<file path="config.mk">
export PLATFORM = sky130hd
export DESIGN_NAME = pipelined_sub16
export DESIGN_NICKNAME = d
export VERILOG_FILES = /design/src/rtl/pipelined_sub16.sv
export SDC_FILE = /design/constraint.sdc
export NUM_CORES = 1
export LEC_CHECK = 0
export CORE_ASPECT_RATIO = 1.1
export CORE_MARGIN = 2
export CORE_UTILIZATION = 30
export DETAILED_ROUTE_END_ITERATION = 8
export PLACE_DENSITY = 0.54
export SYNTH_ARGS = -nofsm -noshare
export SYNTH_HDL_FRONTEND = slang
export SYNTH_SLANG_ARGS = --single-unit
</file>
<file path="constraint.sdc">
create_clock -name clk -period 5.3 [get_ports clk]
set_clock_uncertainty 0.05 [all_clocks]
set_input_delay 0.53 -clock clk [delete_from_list [all_inputs] [get_ports clk]]
set_output_delay 0.53 -clock clk [all_outputs]
set_load 0.02 [all_outputs]
</file>
<file path="src/rtl/pipelined_sub16.sv">
// Two-stage pipelined subtractor: result = operA - operB - Bin.
// Valid/ready handshake on both sides, with full-rate throughput.
//
// Ports:
//   clk        rising-edge clock
//   rst_n      asynchronous active-low reset
//   inValid    upstream offers operands
//   inReady    block can accept operands this cycle
//   operA      minuend
//   operB      subtrahend
//   Bin        borrow-in
//   outValid   result and flags valid
//   outReady   downstream takes the result this cycle
//   resultOUT  difference modulo 2^WIDTH
//   Bout       borrow-out (unsigned operA < operB + Bin)
//   Zout       result is zero
//   Nout       result MSB
//   Vout       signed overflow
module pipelined_sub16 #(
    parameter int WIDTH = 16
) (
    input  logic             clk,
    input  logic             rst_n,
    input  logic             inValid,
    output logic             inReady,
    input  logic [WIDTH-1:0] operA,
    input  logic [WIDTH-1:0] operB,
    input  logic             Bin,
    output logic             outValid,
    input  logic             outReady,
    output logic [WIDTH-1:0] resultOUT,
    output logic             Bout,
    output logic             Zout,
    output logic             Nout,
    output logic             Vout
);

    localparam int H = WIDTH / 2;

    // Stage 1 state: low half of the difference, mid carry,
    // and the untouched high halves of both operands.
    logic         v1_q;
    logic         v1_d;
    logic [H-1:0] lo_q;
    logic [H-1:0] lo_d;
    logic         cmid_q;
    logic         cmid_d;
    logic [H-1:0] ahi_q;
    logic [H-1:0] ahi_d;
    logic [H-1:0] bhi_q;
    logic [H-1:0] bhi_d;

    // Stage 2 state: complete result and flags.
    logic             v2_q;
    logic             v2_d;
    logic [WIDTH-1:0] res_q;
    logic [WIDTH-1:0] res_d;
    logic             bout_q;
    logic             bout_d;
    logic             z_q;
    logic             z_d;
    logic             n_q;
    logic             n_d;
    logic             ovf_q;
    logic             ovf_d;

    logic         ld1;
    logic         ld2;
    logic         accept;
    logic [H:0]   lo_sum;
    logic [H:0]   hi_sum;

    // Handshake control.
    assign ld2     = ~v2_q | outReady;
    assign ld1     = ~v1_q | ld2;
    assign inReady = ~v1_q | ~v2_q | outReady;
    assign accept  = inValid & inReady;

    // Subtraction as A + ~B + ~Bin; carry out of the low half feeds
    // the high half one stage later.
    always_comb begin
        lo_sum = {1'b0, operA[H-1:0]}
               + {1'b0, ~operB[H-1:0]}
               + {{H{1'b0}}, ~Bin};
        lo_d   = lo_sum[H-1:0];
        cmid_d = lo_sum[H];
        ahi_d  = operA[WIDTH-1:H];
        bhi_d  = operB[WIDTH-1:H];
        v1_d   = accept;
    end

    always_comb begin
        hi_sum = {1'b0, ahi_q}
               + {1'b0, ~bhi_q}
               + {{H{1'b0}}, cmid_q};
        res_d  = {hi_sum[H-1:0], lo_q};
        // Carry out set means no borrow.
        bout_d = ~hi_sum[H];
        z_d    = (res_d == '0);
        n_d    = res_d[WIDTH-1];
        ovf_d  = (ahi_q[H-1] ^ bhi_q[H-1])
               & (res_d[WIDTH-1] ^ ahi_q[H-1]);
        v2_d   = v1_q;
    end

    always_ff @(posedge clk or negedge rst_n) begin
        if (!rst_n) begin
            v1_q   <= 1'b0;
            lo_q   <= '0;
            cmid_q <= 1'b0;
            ahi_q  <= '0;
            bhi_q  <= '0;
        end else if (ld1) begin
            v1_q <= v1_d;
            // Operand fields only move on a real acceptance.
            if (accept) begin
                lo_q   <= lo_d;
                cmid_q <= cmid_d;
                ahi_q  <= ahi_d;
                bhi_q  <= bhi_d;
            end
        end
    end

    always_ff @(posedge clk or negedge rst_n) begin
        if (!rst_n) begin
            v2_q   <= 1'b0;
            res_q  <= '0;
            bout_q <= 1'b0;
            z_q    <= 1'b0;
            n_q    <= 1'b0;
            ovf_q  <= 1'b0;
        end else if (ld2) begin
            v2_q <= v2_d;
            // A bubble leaves the last result in place.
            if (v1_q) begin
                res_q  <= res_d;
                bout_q <= bout_d;
                z_q    <= z_d;
                n_q    <= n_d;
                ovf_q  <= ovf_d;
            end
        end
    end

    assign outValid  = v2_q;
    assign resultOUT = res_q;
    assign Bout      = bout_q;
    assign Zout      = z_q;
    assign Nout      = n_q;
    assign Vout      = ovf_q;

endmodule

</file>
==> reports/metrics.yaml <==
status: "complete, no violations"
track_usage_pct: 12.4
ys.warnings.count: 0
critical_path_buf_inv_count: 2
globalplace.congestion: 0.782
core_area_um2: 7960
clockRootBuffer: "clkbuf_8"
slew_headroom_pct: 29.0
rows: 34
dr_total_vias: 1917
hold_violations: 0
gr-total-overflow: 0
r2r_setup_slack_ns: 2.63
cp-start-kind: "input port"
cp.required_ns: 5.45
viasPerCell: 4.56
final-seq-area_um2: 1150
synth_seq_area_share_pct: 46.6
power.density_nw_per_um2: 381
cts_buffer_depth: 2
endpoint_kind: "register"
cts_tree: "yes"
antenna_found_initial: 0
synthArstFlopShare_pct: 100
drt_wl_total_um: 5350
numCtsBuffers: 5
synth_area_um2: 2470
dieArea_um2: 8980
path_common_cell: "fa_1"
grt_pass1_wl_um: 9120
first_pass_iters: 4
grt_max_degree: 47
fp.dieW_um: 90.5
n_antenna_cell: 0
hold_class: "in -> async"
yosys.cell_types.count: 43
drtIter0Drc: 58
synth_ff_type: "dfrtp_1"
rsz0062_at_grt: "no"
fin_crit_ns: 2.76
grt_pass1_vias: 1995
ios: 59
hpwl_um: 4040
final_common_cell: "clkdlybuf4s50_1"
drv_slew: 0
reg2reg_to: "Zout"
finalSetupViolations: 0
synth_edf_count: 0
peakVddDrop_mv: 0.129
layout-drive-gt1-share_pct: 8.01
drv_cap: 0
timing.final.crit_share_pct: 52.2
synth_cells: 254
slowest_stage: "clkdlybuf4s50_1"
worst_slack_ns: 2.54
synthesis.nets: 309
fillers: 834
worst_pin_slew_ns: 1.06
hold_buffers: 0
syn2layout_area_growth_pct: 31.7
critPathMaxFanout: 3
power_leakage_uw: 0.00148
antenna_left: 0
critPathKind: "in -> reg"
htreeDepth: 2
multiInputGateArea_um2: 1200
final.setup.tns_ns: 0
mostFrequentLayoutCells: "57 x clkdlybuf4s50_1, 54 x nand2_1, 46 x dfrtp_1"
cts.sinks: 46
crit_chain: "clkdlybuf4s50_1 -> inv_1 -> fa_1 -> fa_1 -> a21o_1 -> a21oi_1 -> o21bai_1 -> a211o_1 -> a22o_1"
synth_seq_cells: 46
syn_area_per_cell_um2: 9.73
arrival_ns: 2.92
clk_latency_ns: 0.31
port_buffers: 58
die_y_um: 99.2
critPathTopFamily: "compound AO/OA/AOI/OAI gates"
post_cts_buffers: 0
cts.clk_slew.worst_paths_ns: 0.09
critical_path.max_stage_delay_ns: 0.45
drc: 0
wl_per_cell_um: 12.7
cts-resized-gates: 0
start_util_pct: 31.1
r2r-start: "cmid_q"
final_core_util_pct: 40.9
fin_nets: 366
max_freq_mhz: 362
r2r_cells: 8
pre_cts_slack_ns: 2.21
-- worst register-to-register path, delay by kind of cell, from the launching register on --
kind	cells	cell delay [ns]
and+or+nand+nor	2	0.82
DFF	1	0.34
adders and majority gates	2	0.87
AOI/OAI and AO/OA	2	0.36
buffers and inverters	2	0.14
-- stage by stage --
step / cell area [µm²] / total power, µW / hold slack [ns] / std cells
after floorplan: 2470 / 782 / 0.184 / 254
after global placement: 3150 / 982 / 0.417 / 412
after detailed placement: 3150 / 991 / 0.424 / 412
after CTS: 3250 / 1250 / 0.385 / 420
after global routing: 3250 / 1320 / 0.438 / 420
final: 3250 / 1240 / 0.353 / 420
-- registers in the layout, summed over array words and instances, names as in the netlist --
name	flops
bhi_q	8
ahi_q	8
cmid_q	1
lo_q	8
outValid	1
Vout	1
v1_q	1
resultOUT	16
Zout	1
Bout	1
-- worst max-delay path by stage --
stage          slack [ns]  depth (start not counted)       to     start
3_3_place_gp         2.27                          9  lo_q[6]  operB[0]
6_report             2.54                          9  lo_q[6]  operB[0]
5_1_grt              2.44                          9  lo_q[6]  operB[0]
3_5_place_dp         2.21                          9  lo_q[6]  operB[0]
4_1_cts              2.54                          9  lo_q[6]  operB[0]
2_1_floorplan        2.84                          8  lo_q[6]  operB[0]
-- where the power goes --
part / switching, µW / internal [µW]
combinational: 251 / 244
sequential: 48.6 / 435
clock: 124 / 139
total: 423 / 818
-- routing by layer --
layer | GRT usage (%) | share of wire (%)
met1 | 16.3 | 50
met5 | 0 | 0
met4 | 4.26 | 1.5
met2 | 20.3 | 45
met3 | 2.88 | 4.4
-- synthesized netlist by cell type (2+ instances only) --
master | instances | area share, %
dfrtp_1 | 46 | 47
xor2_1 | 2 | 0.71
a211o_1 | 2 | 0.71
fa_1 | 4 | 3.2
a21oi_1 | 9 | 1.8
ha_1 | 14 | 7.1
or4_1 | 2 | 0.61
buf_2 | 2 | 0.41
a21o_1 | 4 | 1.2
nand2b_1 | 5 | 1.3
nor2_1 | 7 | 1.1
nand2_1 | 54 | 8.2
inv_1 | 23 | 3.5
o31ai_1 | 4 | 1.2
clkbuf_1 | 4 | 0.61
nand3b_1 | 2 | 0.61
a211oi_1 | 2 | 0.61
nor2b_1 | 2 | 0.51
mux2_2 | 12 | 5.5
nor3_1 | 4 | 0.81
o21a_1 | 3 | 0.91
nand3_1 | 3 | 0.61
a2111o_1 | 2 | 0.91
o21ai_0 | 19 | 3.8
xnor2_1 | 5 | 1.8
-- logic make-up (layout without fill, tap and decap cells) --
family | after synthesis | count (layout) | share of synthesized area [%]
and+or+nand+nor | 85 | 85 | 15.4
buffers and inverters | 31 | 89 | 4.96
xor gates and xnor gates | 7 | 7 | 2.48
adders and majority gates | 18 | 18 | 10.3
AOI/OAI and AO/OA | 54 | 54 | 14.3
DFF | 46 | 46 | 46.6
muxes | 13 | 13 | 5.87
-- cell type report --
cell class                      count  share of cell area [%]
Clock buffer                        5                    2.11
Timing Repair Buffer               58                    17.7
Tap cell                          108                    4.15
Inverter                           23                    2.65
Sequential cell                    46                    35.4
Multi-Input combinational cell    177                    36.8
Clock inverter                      3                    1.23
Note: power is estimated with default switching activity, not from simulation.
